--- config.mk ---
export PLATFORM = sky130hd
export DESIGN_NAME = uart_rx_fifo_ctrl_flat
export DESIGN_NICKNAME = d
export VERILOG_FILES = /design/src/rtl/uart_rx_fifo_ctrl_pkg.sv /design/src/rtl/uart_rx_fifo_ctrl_if.sv /design/src/rtl/uart_sync_fifo.sv /design/src/rtl/uart_rx_fifo_ctrl.sv /design/src/flat_wrapper.sv
export SDC_FILE = /design/constraint.sdc
export NUM_CORES = 1
export LEC_CHECK = 0
export ABC_CLOCK_PERIOD_IN_PS = 9200
export CAP_MARGIN = 10
export CORE_ASPECT_RATIO = 1.4
export CORE_MARGIN = 4
export CORE_UTILIZATION = 30
export DETAILED_ROUTE_END_ITERATION = 6
export GPL_TIMING_DRIVEN = 0
export PLACE_DENSITY = 0.49
export SETUP_SLACK_MARGIN = 0.2
export SLEW_MARGIN = 20
export SYNTH_ARGS = -nofsm -noshare
export SYNTH_HDL_FRONTEND = slang
export SYNTH_HIERARCHICAL = 1
export SYNTH_SLANG_ARGS = --single-unit
--- constraint.sdc ---
create_clock -name clk -period 9.2 [get_ports clk]
set_input_delay 1.38 -clock clk [delete_from_list [all_inputs] [get_ports clk]]
set_output_delay 1.38 -clock clk [all_outputs]
set_load 0.05 [all_outputs]
--- src/rtl/uart_rx_fifo_ctrl_pkg.sv ---
// rtl/uart_rx_fifo_ctrl_pkg.sv - shared UART receive-FIFO types and defaults
//
// Holds the UART data/baud widths, the default FIFO depth and timeout length,
// and the timeout state encoding used by uart_rx_fifo_ctrl.
package uart_rx_fifo_ctrl_pkg;

    localparam int UART_DATA_SIZE         = 8;
    localparam int UART_BAUD_DIV_SIZE     = 16;
    localparam int UART_BITS_PER_CHAR     = 10;   // start + 8 data + stop
    localparam int UART_RXF_DEPTH         = 8;
    localparam int UART_RXF_TIMEOUT_CHARS = 4;

    typedef enum logic [1:0] {
        TO_IDLE  = 2'd0,
        TO_COUNT = 2'd1,
        TO_FIRED = 2'd2
    } type_uart_rxf_to_states_e;

    // Converts an idle time expressed in characters into bit times.
    function automatic int to_bits(input int chars);
        return chars * UART_BITS_PER_CHAR;
    endfunction

endpackage

--- src/rtl/uart_rx_fifo_ctrl_if.sv ---
// rtl/uart_rx_fifo_ctrl_if.sv - receive-side and host-side signals of the RX FIFO controller
//
// master : the UART receiver / host side (drives bytes, pops, configuration)
// slave  : uart_rx_fifo_ctrl (returns head data, occupancy and status)
interface uart_rx_fifo_ctrl_if
    import uart_rx_fifo_ctrl_pkg::*;
#(
    parameter int DEPTH = UART_RXF_DEPTH
) ();

    localparam int CW = $clog2(DEPTH + 1);

    logic [UART_DATA_SIZE-1:0]     rx_data_i;
    logic                          rx_valid_i;
    logic                          rx_frame_err_i;
    logic [UART_BAUD_DIV_SIZE-1:0] baud_div_i;
    logic                          rd_en_i;
    logic [UART_DATA_SIZE-1:0]     rd_data_o;
    logic [CW-1:0]                 thresh_i;
    logic                          clr_i;
    logic                          err_clr_i;
    logic [CW-1:0]                 count_o;
    logic                          empty_o;
    logic                          full_o;
    logic                          overrun_o;
    logic                          frame_err_o;
    logic                          timeout_o;
    logic                          irq_o;

    modport master (
        output rx_data_i, rx_valid_i, rx_frame_err_i, baud_div_i, rd_en_i,
               thresh_i, clr_i, err_clr_i,
        input  rd_data_o, count_o, empty_o, full_o, overrun_o, frame_err_o,
               timeout_o, irq_o
    );

    modport slave (
        input  rx_data_i, rx_valid_i, rx_frame_err_i, baud_div_i, rd_en_i,
               thresh_i, clr_i, err_clr_i,
        output rd_data_o, count_o, empty_o, full_o, overrun_o, frame_err_o,
               timeout_o, irq_o
    );

endinterface

--- src/rtl/uart_sync_fifo.sv ---
// rtl/uart_sync_fifo.sv - single-clock show-ahead FIFO with occupancy count
//
// Ports:
//   clk, rst   clock, asynchronous active-high reset (pointers/count only)
//   i_clr      flush: zero pointers and count, overrides write/read
//   i_wr_en    write i_wr_data at tail (accepted when not full, or full with a read)
//   i_rd_en    pop head (ignored when empty)
//   o_rd_data  head entry, meaningful only while o_empty is low
//   o_count    occupancy 0..DEPTH; o_empty / o_full derived from it
module uart_sync_fifo #(
    parameter int WIDTH = 8,
    parameter int DEPTH = 8
) (
    input  logic                       clk,
    input  logic                       rst,
    input  logic                       i_clr,
    input  logic                       i_wr_en,
    input  logic [WIDTH-1:0]           i_wr_data,
    input  logic                       i_rd_en,
    output logic [WIDTH-1:0]           o_rd_data,
    output logic [$clog2(DEPTH+1)-1:0] o_count,
    output logic                       o_empty,
    output logic                       o_full
);

    // DEPTH must be a power of two so the pointers wrap naturally.
    localparam int AW = (DEPTH > 1) ? $clog2(DEPTH) : 1;
    localparam int CW = $clog2(DEPTH + 1);

    logic [WIDTH-1:0] r_mem [DEPTH];
    logic [AW-1:0]    r_wr_ptr;
    logic [AW-1:0]    r_rd_ptr;
    logic [CW-1:0]    r_count;
    logic             w_rd;
    logic             w_wr;

    assign o_empty   = (r_count == '0);
    assign o_full    = (r_count == CW'(DEPTH));
    assign o_count   = r_count;
    assign o_rd_data = r_mem[r_rd_ptr];

    // A read frees a slot in the same cycle, so a full FIFO can still accept.
    assign w_rd = i_rd_en & ~o_empty & ~i_clr;
    assign w_wr = i_wr_en & (~o_full | w_rd) & ~i_clr;

    // Storage is intentionally left out of reset.
    always_ff @(posedge clk) begin
        if (w_wr) begin
            r_mem[r_wr_ptr] <= i_wr_data;
        end
    end

    always_ff @(posedge clk or posedge rst) begin
        if (rst) begin
            r_wr_ptr <= '0;
            r_rd_ptr <= '0;
            r_count  <= '0;
        end else if (i_clr) begin
            r_wr_ptr <= '0;
            r_rd_ptr <= '0;
            r_count  <= '0;
        end else begin
            if (w_wr) begin
                r_wr_ptr <= r_wr_ptr + AW'(1);
            end
            if (w_rd) begin
                r_rd_ptr <= r_rd_ptr + AW'(1);
            end
            case ({w_wr, w_rd})
                2'b10:   r_count <= r_count + CW'(1);
                2'b01:   r_count <= r_count - CW'(1);
                default: r_count <= r_count;
            endcase
        end
    end

endmodule

--- src/rtl/uart_rx_fifo_ctrl.sv ---
// rtl/uart_rx_fifo_ctrl.sv - UART receive FIFO with error flags, RX timeout and interrupt
//
// Ports:
//   clk, rst   clock, asynchronous active-high reset
//   bus        uart_rx_fifo_ctrl_if.slave:
//              rx_data_i/rx_valid_i/rx_frame_err_i  incoming bytes from the receiver
//              rd_en_i/rd_data_o                    show-ahead pop port
//              baud_div_i                           clocks per bit (0 treated as 1)
//              thresh_i                             level interrupt threshold, 0 = off
//              clr_i/err_clr_i                      flush FIFO / clear sticky errors
//              count_o/empty_o/full_o               occupancy
//              overrun_o/frame_err_o/timeout_o/irq_o status and interrupt
module uart_rx_fifo_ctrl
    import uart_rx_fifo_ctrl_pkg::*;
#(
    parameter int DEPTH         = UART_RXF_DEPTH,
    parameter int TIMEOUT_CHARS = UART_RXF_TIMEOUT_CHARS
) (
    input logic               clk,
    input logic               rst,
    uart_rx_fifo_ctrl_if.slave bus
);

    localparam int CW      = $clog2(DEPTH + 1);
    localparam int TO_BITS = to_bits(TIMEOUT_CHARS);
    localparam int BW      = $clog2(TO_BITS + 1);
    localparam logic [UART_BAUD_DIV_SIZE-1:0] DIV_ONE = UART_BAUD_DIV_SIZE'(1);

    type_uart_rxf_to_states_e r_state, w_state_next;

    logic [UART_BAUD_DIV_SIZE-1:0] r_presc, w_presc_next;
    logic [BW-1:0]                 r_bits, w_bits_next;
    logic [UART_BAUD_DIV_SIZE-1:0] w_div_m1;
    logic                          w_tick;

    logic [CW-1:0] w_count;
    logic [CW-1:0] w_count_next;
    logic          w_empty;
    logic          w_full;

    logic w_push_req;
    logic w_push;
    logic w_pop;
    logic w_activity;
    logic w_ovr_evt;
    logic w_fe_evt;

    logic r_overrun, w_overrun_next;
    logic r_frame_err, w_frame_err_next;
    logic r_irq, w_irq_next;

    // Accepted push/pop for this cycle; a flush cancels both.
    assign w_push_req = bus.rx_valid_i & ~bus.rx_frame_err_i;
    assign w_pop      = bus.rd_en_i & ~w_empty & ~bus.clr_i;
    assign w_push     = w_push_req & (~w_full | bus.rd_en_i) & ~bus.clr_i;
    assign w_activity = w_push | w_pop;

    // Full with a same-cycle read is not an overrun: the read makes room.
    assign w_ovr_evt = w_push_req & w_full & ~bus.rd_en_i;
    assign w_fe_evt  = bus.rx_valid_i & bus.rx_frame_err_i;

    uart_sync_fifo #(
        .WIDTH (UART_DATA_SIZE),
        .DEPTH (DEPTH)
    ) u_fifo (
        .clk       (clk),
        .rst       (rst),
        .i_clr     (bus.clr_i),
        .i_wr_en   (w_push),
        .i_wr_data (bus.rx_data_i),
        .i_rd_en   (w_pop),
        .o_rd_data (bus.rd_data_o),
        .o_count   (w_count),
        .o_empty   (w_empty),
        .o_full    (w_full)
    );

    // Occupancy one cycle ahead, so the level interrupt lines up with count_o.
    always_comb begin
        w_count_next = w_count;
        if (bus.clr_i) begin
            w_count_next = '0;
        end else begin
            case ({w_push, w_pop})
                2'b10:   w_count_next = w_count + CW'(1);
                2'b01:   w_count_next = w_count - CW'(1);
                default: w_count_next = w_count;
            endcase
        end
    end

    // A new error in the same cycle as the clear keeps the flag set.
    assign w_overrun_next   = w_ovr_evt | (r_overrun & ~bus.err_clr_i);
    assign w_frame_err_next = w_fe_evt  | (r_frame_err & ~bus.err_clr_i);

    always_ff @(posedge clk or posedge rst) begin
        if (rst) begin
            r_overrun   <= 1'b0;
            r_frame_err <= 1'b0;
        end else begin
            r_overrun   <= w_overrun_next;
            r_frame_err <= w_frame_err_next;
        end
    end

    // Prescaler wraps after baud_div_i clocks; a divider of 0 behaves as 1.
    assign w_div_m1 = (bus.baud_div_i == '0) ? '0 : (bus.baud_div_i - DIV_ONE);
    assign w_tick   = (r_presc >= w_div_m1);

    always_ff @(posedge clk or posedge rst) begin
        if (rst) begin
            r_state <= TO_IDLE;
            r_presc <= '0;
            r_bits  <= '0;
        end else begin
            r_state <= w_state_next;
            r_presc <= w_presc_next;
            r_bits  <= w_bits_next;
        end
    end

    always_comb begin
        w_state_next = r_state;
        w_presc_next = r_presc;
        w_bits_next  = r_bits;
        if (bus.clr_i) begin
            w_state_next = TO_IDLE;
            w_presc_next = '0;
            w_bits_next  = '0;
        end else begin
            case (r_state)
                TO_IDLE: begin
                    w_presc_next = '0;
                    w_bits_next  = '0;
                    if (!w_empty) begin
                        w_state_next = TO_COUNT;
                    end
                end
                TO_COUNT: begin
                    if (w_empty) begin
                        w_state_next = TO_IDLE;
                        w_presc_next = '0;
                        w_bits_next  = '0;
                    end else if (w_activity) begin
                        w_presc_next = '0;
                        w_bits_next  = '0;
                    end else if (w_tick) begin
                        w_presc_next = '0;
                        // Firing on the last tick means the idle span is TO_BITS bit times.
                        if (r_bits == BW'(TO_BITS - 1)) begin
                            w_state_next = TO_FIRED;
                            w_bits_next  = '0;
                        end else begin
                            w_bits_next = r_bits + BW'(1);
                        end
                    end else begin
                        w_presc_next = r_presc + DIV_ONE;
                    end
                end
                TO_FIRED: begin
                    w_presc_next = '0;
                    w_bits_next  = '0;
                    if (w_empty) begin
                        w_state_next = TO_IDLE;
                    end else if (w_activity) begin
                        w_state_next = TO_COUNT;
                    end
                end
                default: begin
                    w_state_next = TO_IDLE;
                    w_presc_next = '0;
                    w_bits_next  = '0;
                end
            endcase
        end
    end

    // Built from next-state values so irq_o rises together with the flag or
    // level that caused it, one cycle after the causing event.
    assign w_irq_next = ((bus.thresh_i != '0) && (w_count_next >= bus.thresh_i))
                      | (w_state_next == TO_FIRED)
                      | w_overrun_next
                      | w_frame_err_next;

    always_ff @(posedge clk or posedge rst) begin
        if (rst) begin
            r_irq <= 1'b0;
        end else begin
            r_irq <= w_irq_next;
        end
    end

    assign bus.count_o     = w_count;
    assign bus.empty_o     = w_empty;
    assign bus.full_o      = w_full;
    assign bus.overrun_o   = r_overrun;
    assign bus.frame_err_o = r_frame_err;
    assign bus.timeout_o   = (r_state == TO_FIRED);
    assign bus.irq_o       = r_irq;

endmodule

--- src/flat_wrapper.sv ---
// flat-port wrapper written by rule: the top's interface ports become plain ports
module uart_rx_fifo_ctrl_flat import uart_rx_fifo_ctrl_pkg::*;
#(
    parameter int DEPTH         = UART_RXF_DEPTH,
    parameter int TIMEOUT_CHARS = UART_RXF_TIMEOUT_CHARS
)
  (clk, rst, bus_rx_data_i, bus_rx_valid_i, bus_rx_frame_err_i, bus_baud_div_i, bus_rd_en_i, bus_thresh_i, bus_clr_i, bus_err_clr_i, bus_rd_data_o, bus_count_o, bus_empty_o, bus_full_o, bus_overrun_o, bus_frame_err_o, bus_timeout_o, bus_irq_o);
  uart_rx_fifo_ctrl_if #(.DEPTH(DEPTH)) bus_i ();
  input logic clk;
  input logic rst;
  input wire logic [$bits(bus_i.rx_data_i)-1:0] bus_rx_data_i;
  input wire logic [$bits(bus_i.rx_valid_i)-1:0] bus_rx_valid_i;
  input wire logic [$bits(bus_i.rx_frame_err_i)-1:0] bus_rx_frame_err_i;
  input wire logic [$bits(bus_i.baud_div_i)-1:0] bus_baud_div_i;
  input wire logic [$bits(bus_i.rd_en_i)-1:0] bus_rd_en_i;
  input wire logic [$bits(bus_i.thresh_i)-1:0] bus_thresh_i;
  input wire logic [$bits(bus_i.clr_i)-1:0] bus_clr_i;
  input wire logic [$bits(bus_i.err_clr_i)-1:0] bus_err_clr_i;
  output wire logic [$bits(bus_i.rd_data_o)-1:0] bus_rd_data_o;
  output wire logic [$bits(bus_i.count_o)-1:0] bus_count_o;
  output wire logic [$bits(bus_i.empty_o)-1:0] bus_empty_o;
  output wire logic [$bits(bus_i.full_o)-1:0] bus_full_o;
  output wire logic [$bits(bus_i.overrun_o)-1:0] bus_overrun_o;
  output wire logic [$bits(bus_i.frame_err_o)-1:0] bus_frame_err_o;
  output wire logic [$bits(bus_i.timeout_o)-1:0] bus_timeout_o;
  output wire logic [$bits(bus_i.irq_o)-1:0] bus_irq_o;
  assign bus_i.rx_data_i = bus_rx_data_i;
  assign bus_i.rx_valid_i = bus_rx_valid_i;
  assign bus_i.rx_frame_err_i = bus_rx_frame_err_i;
  assign bus_i.baud_div_i = bus_baud_div_i;
  assign bus_i.rd_en_i = bus_rd_en_i;
  assign bus_i.thresh_i = bus_thresh_i;
  assign bus_i.clr_i = bus_clr_i;
  assign bus_i.err_clr_i = bus_err_clr_i;
  assign bus_rd_data_o = bus_i.rd_data_o;
  assign bus_count_o = bus_i.count_o;
  assign bus_empty_o = bus_i.empty_o;
  assign bus_full_o = bus_i.full_o;
  assign bus_overrun_o = bus_i.overrun_o;
  assign bus_frame_err_o = bus_i.frame_err_o;
  assign bus_timeout_o = bus_i.timeout_o;
  assign bus_irq_o = bus_i.irq_o;
  uart_rx_fifo_ctrl #(.DEPTH(DEPTH), .TIMEOUT_CHARS(TIMEOUT_CHARS)) u_core (.clk(clk), .rst(rst), .bus(bus_i));
endmodule
==> Word level (Yosys, flattened, before mapping) <==
Memories as Yosys holds them, arrays and structs flattened.
Cells that the tools add are included.
{ "word_totals": {"out_inout_bits": 18, "mem_bits_rw": 64, "elab_cells": 96, "input_bits": 35, "n_memories": 1, "ff_bits": 37} }
{ "op_classes": {"add_sub_neg": 7, "n_mux": 31, "n_eq_ne": 10, "bitwise_logic": 28, "order_cmp": 2, "n_reduce_logical": 8} }
{ "mem_list": {"columns": ["name", "depth", "word_bits", "rd", "rd_clocked_by_memory_dff", "wr", "line", "source"], "rows": [
  ["u_core.u_fifo.r_mem", 8, 8, 1, 0, 1, "uart_sync_fifo.sv:30", "logic [WIDTH-1:0] r_mem [DEPTH];"]
]} }
{ "ops": {"columns": ["cell", "count"], "rows": [
  ["two-way mux 16 bit", 6],
  ["two-way mux 6 bit", 6],
  ["adder 16 x 1 -> 16 bit (second input constant)", 1],
  [">= comparator 16 bit", 1],
  ["logical NOT 16 bit", 1],
  ["two-way mux 2 bit", 8],
  ["case mux 4 bit (2 select lines)", 2],
  ["subtractor 16 x 1 -> 16 bit (second input constant)", 1],
  ["bitwise AND 1 bit", 14],
  ["two-way mux 3 bit", 4],
  ["equality test 2 bit (second input constant)", 4],
  ["two-way mux 4 bit", 2],
  ["bitwise OR 1 bit", 8],
  ["adder 3 x 1 -> 3 bit (second input constant)", 2],
  ["adder 6 x 1 -> 6 bit (second input constant)", 1],
  ["equality test 2 x 1 -> 1 bit (second input constant)", 3],
  ["equality test 6 bit (second input constant)", 1],
  ["inverter 1 bit", 6],
  ["case mux 2 bit (3 select lines)", 1],
  ["!= test 5 x 2 -> 1 bit (second input constant)", 1],
  ["adder 4 x 1 -> 4 bit (second input constant)", 1],
  ["equality test 4 bit (second input constant)", 1],
  [">= comparator 4 bit", 1],
  ["logical NOT 4 bit", 1],
  ["other kinds (7)", 9]
]} }

==> Longest topological paths before layout <==
{ "logic_depth": {"ltp_word": 14, "depth_mapped": 18, "ltp_nobuf": 17} }

==> Cells and area by module <==
Netlist, hierarchy kept.
{ "by_module_without_submodules": {"columns": ["mod", "area_per_inst_um2", "seq_area_each_um2", "cells_each", "instances"], "rows": [
  ["uart_sync_fifo", 3174.3, 2172.1, 181, 1],
  ["uart_rx_fifo_ctrl", 2406.1, 675.6, 291, 1]
]} }

==> Worst setup path before layout <==
No wires, ideal clock.
{ "synth_path": {"kind": "input to register", "start": "in bus_baud_div_i[9]", "end": "reg u_core.r_presc[14]", "t_arrival_ns": 4.286, "setup_slack_ns": 4.843, "required_time_ns": 9.129, "setup_ns": 0.071, "n_path_buf": 3, "stages": 13, "path_cell_list": "or4_1 > nor3_1 > nand4_1 > clkbuf_1 > nand2_1 > ha_1 > a211o_1 > o211ai_1 > o21ai_2 > or4_1 > buf_2 > buf_6 > nor2_1"} }
{ "synth_between": {"elab_chain_cells": 8, "word_cells_on_any_way": 9, "cone_classes": "1 x add/sub; 1 x order compare; 6 x mux; 1 x reduce/logical"} }
{ "synth_lines": {"columns": ["element", "line", "source"], "rows": [
  ["start, declared", "flat_wrapper.sv:14", "input wire logic [$bits(bus_i.baud_div_i)-1:0] bus_baud_div_i;"],
  ["subtractor 16 x 1 -> 16 bit or logical NOT 16 bit (tied branches)", "uart_rx_fifo_ctrl.sv:107", "assign w_div_m1 = (bus.baud_div_i == '0) ? '0 : (bus.baud_div_i - DIV_ONE);"],
  ["two-way mux 16 bit (*)", "uart_rx_fifo_ctrl.sv:107", null],
  [">= comparator 16 bit (*)", "uart_rx_fifo_ctrl.sv:108", "assign w_tick = (r_presc >= w_div_m1);"],
  ["two-way mux 16 bit (*)", "uart_rx_fifo_ctrl.sv:147", "end else if (w_tick) begin"],
  ["two-way mux 16 bit (*)", "uart_rx_fifo_ctrl.sv:144", "end else if (w_activity) begin"],
  ["two-way mux 16 bit (*)", "uart_rx_fifo_ctrl.sv:140", "if (w_empty) begin"],
  ["two-way mux 16 bit (*)", "uart_rx_fifo_ctrl.sv:131", "case (r_state)"],
  ["two-way mux 16 bit (*)", "uart_rx_fifo_ctrl.sv:126", "if (bus.clr_i) begin"],
  ["net u_core.w_presc_next[14]", "uart_rx_fifo_ctrl.sv:31", "logic [UART_BAUD_DIV_SIZE-1:0] r_presc, w_presc_next;"],
  ["end signal, assigned", "uart_rx_fifo_ctrl.sv:117", "r_presc <= w_presc_next;"],
  ["end, declared", "uart_rx_fifo_ctrl.sv:31", null]
]} }
Mark *: on every way through the listed nets, which the timed path passes. The rest lies on a longest branch.
A chain may end at the register's enable or synchronous reset.

==> Worst setup path after layout <==
{ "layout_path": {"start": "in bus_baud_div_i[8]", "end": "reg u_core.r_presc[0]"} }
The elaborated chain is that of the path after synthesis.

==> metrics <==
Placed Cells 771; CTS hold repair buffers 0; GRT met2 Usage 22.7%; antenna violations before repair 0; post-synthesis xor/xnor area fraction 5.65%; Total Routed Length 12,500 um; net count reported at finish 611; synthesized flop and latch total 101; largest net degree at the start of global routing 28; minimum clock period 5.05 ns; clk_lat worst skew 0.35 ns; peak supply drop 0.0792 mV; Die Ht 169 um; DR DRC count 0; Critical Path Source Type primary input; flop-to-flop setup slack 4.97 ns; maximum clock path buffer count 2; Worst Path Arrival 5.29 ns; delay-heaviest family, CP simple AND/OR/NAND/NOR gates; worst min path class reg2reg; CTS buffer count 9; Post-Syn Instances 472; Area Overhead vs Synth 21.5%; Top Ports 53; post-route clock skew 0.00904 ns; clk slew on worst S/H paths 0.07 ns; grt total ovfl 0; Port Buffers 52; Synth Net Count 541; largest family of logic cells by synthesized area simple AND/OR/NAND/NOR gates; busiest layer in global routing met2; share of the synthesized area in the top cell type 34.4%; Fmax 0.198 GHz; CP max FO 10; area of the multi-input gates 2600 sq um; met3 Use GR 2.27%; cell taking the most area after synthesis edfxtp_1; layout cell share with drive strength beyond 1 13.5%; synth top area cells edfxtp_1 34%, dfrtp_1 17%, ha_1 7.2%; DR vias 3,815; crit path buf inv count 4; H-tree lvl count 3; area fraction in compound gates after synthesis 7.06%; register area 2850 sq um; Root Buffer clkbuf_16; final setup fails 0; RSZ-0062 raised after global routing false; Post-Synth Adder-Cell Area 7.89%; CP Cell Sequence clkdlybuf4s50_1, or4_1, nor3_1, nand4_1, clkbuf_1, nand2_1, ha_1, nand4_1, nor3_1, nor4b_2, or4_1, buf_2, buf_6, nor2_1; total of max-cap violations 0; register area share after synthesis 51.0%; Slew HR 35.1%; Slew Limit Fails 0; vias in the first global route 4,037; ys flop type edfxtp_1; outcome complete, no violations; slowest CP cell nor4b_2; GRT Total Usage 12.8%; Synth warnings 6; grt met1 use 15.5%; FP Rows 58; final cell count without fillers 787; GP Congestion 0.774; Setup Buffers After CTS 0; Die Area 20,900 sq um; total negative setup slack 0 ns; Crit. End Element flip-flop; critical path class in2reg; critical path's largest stage delay 0.71 ns; Final ANT Viol Nets 0; post-synth cell types 56; Slew @ Worst Pin 0.970 ns; Synth Cell Area 5580 sq um; DRT Pass-1 Iters 4; CTS sink count 101; Die X 123 um; Synth async-reset ratio 36.6%; post_cts resized 0; core area 18,100 sq um; first-pass GRT wire length 20,900 um; initial DRC count 212; n_diodes 0; Final Hold Fails 0; Pwr Density 137 nW/um^2; CP required 9.43 ns; dpl hpwl 9340 um; CTS tree yes; Simple-Gate Fraction of Synth Area 16.5%; vias per inst 4.85; Post-synth EDFFs 64; Fillers 1,810; fin crit share 54.9%; Avg WL per Cell 15.9 um; syn_area_per_cell 11.8 sq um; multiplexer area fraction after synthesis 8.79%; leakage power 2.58 nW; Starting Density 30.8%
-- flip-flops by register name, summed over array words and instances (netlist names) --
register / count
u_core/u_fifo/o_count: 4
u_core/bus.frame_err_o: 1
u_core/bus.irq_o: 1
u_core/r_state: 2
u_core/r_presc: 16
u_core/u_fifo/r_wr_ptr: 3
u_core/u_fifo/r_mem: 64
u_core/u_fifo/r_rd_ptr: 3
u_core/bus.overrun_o: 1
u_core/r_bits: 6
-- metal layers --
metal | part of all wire, % | vias to the layer above
li1 | - | 1885
met1 | 43 | 1864
met2 | 52 | 53
met3 | 2.7 | 13
met4 | 2.0 | 0
met5 | 0 | -
-- final cells by class --
class                   count  share of cell area, %
inverters                  25                   1.38
flip-flops and latches    101                   42.0
well taps                 240                   4.43
clock buffers               9                   3.32
multi-input cells         332                   38.4
plain buffers              14                   1.13
clock inverters             7                  0.923
repair buffers             59                   8.41
-- cells in the final DEF (no fill, tap or decap), types with 12 or more instances in the layout --
master,count
nor3_1,14
xnor2_1,15
ha_1,32
nand2_1,41
nor2_1,44
mux4_2,16
clkdlybuf4s50_1,52
inv_1,24
edfxtp_1,64
dfrtp_1,37
xor2_1,21
nand3_1,19
a21oi_1,12
-- power by group --
| part | switching, mW | internal, mW | total [mW] | leakage, nW |
|---|---|---|---|---|
| Clock | 0.190 | 0.190 | 0.380 | 0.139 |
| Combinational | 0.0339 | 0.0292 | 0.0630 | 1.35 |
| Sequential | 0.00162 | 0.485 | 0.487 | 1.09 |
-- worst register-to-register path: cells and delay by family, from the launching register on --
kind	cells	cell delay, ns
AOI/OAI and AO/OA	7	1.42
and+or+nand+nor	3	0.89
adders and majority gates	3	0.76
DFF	1	0.55
buffers and inverters	2	0.28
xor gates and xnor gates	1	0.17
-- cell families after synthesis --
family | count (synthesis)
simple gates | 181
flops | 101
compound gates | 53
buf+inv | 39
xor+xnor | 36
fa+ha+maj | 34
mux | 28
-- final timing paths --
kind / end / depth (start not counted) / startpoint
max: u_core/r_presc[0] / 14 / bus_baud_div_i[8]
min: u_core/r_presc[0] / 1 / u_core/r_presc[0]
min reg2reg: u_core/r_presc[0] / 1 / u_core/r_presc[0]
min in group asynchronous: u_core/u_fifo/o_count[3] / 2 / rst
max reg2reg: u_core/bus.irq_o / 16 / u_core/u_fifo/o_count[0]
max in group asynchronous: u_core/r_presc[5] / 2 / rst
-- cell usage after synthesis (6+ instances only) --
master and instances:
inv_1 25, mux2_2 8, nor4_1 11, edfxtp_1 64, ha_1 32, clkbuf_1 6
nand2_1 41, or3_1 6, xor2_1 21, nand3_1 19, or4_1 7, mux4_2 16
nand2b_1 9, xnor2_1 15, nor2_1 44, nor3_1 16, a21oi_1 12, o21ai_0 9
dfrtp_1 37
-- stage by stage --
| step | util (%) | hold slack, ns | worst slack [ns] | instance area [sq um] | total power, mW |
|---|---|---|---|---|---|
| 2_1_floorplan | - | 0.484 | 4.84 | 5580 | 0.528 |
| 3_3_place_gp | 35.3 | 0.531 | 3.74 | 6400 | 0.558 |
| 3_5_place_dp | 35.8 | 0.535 | 3.70 | 6490 | 0.560 |
| 4_1_cts | 37.4 | 0.556 | 4.08 | 6780 | 0.944 |
| 5_1_grt | 37.4 | 0.604 | 3.75 | 6780 | 0.969 |
| 6_report | 37.4 | 0.549 | 4.15 | 6780 | 0.930 |
No activity file was read; power rests on OpenSTA's default activity.
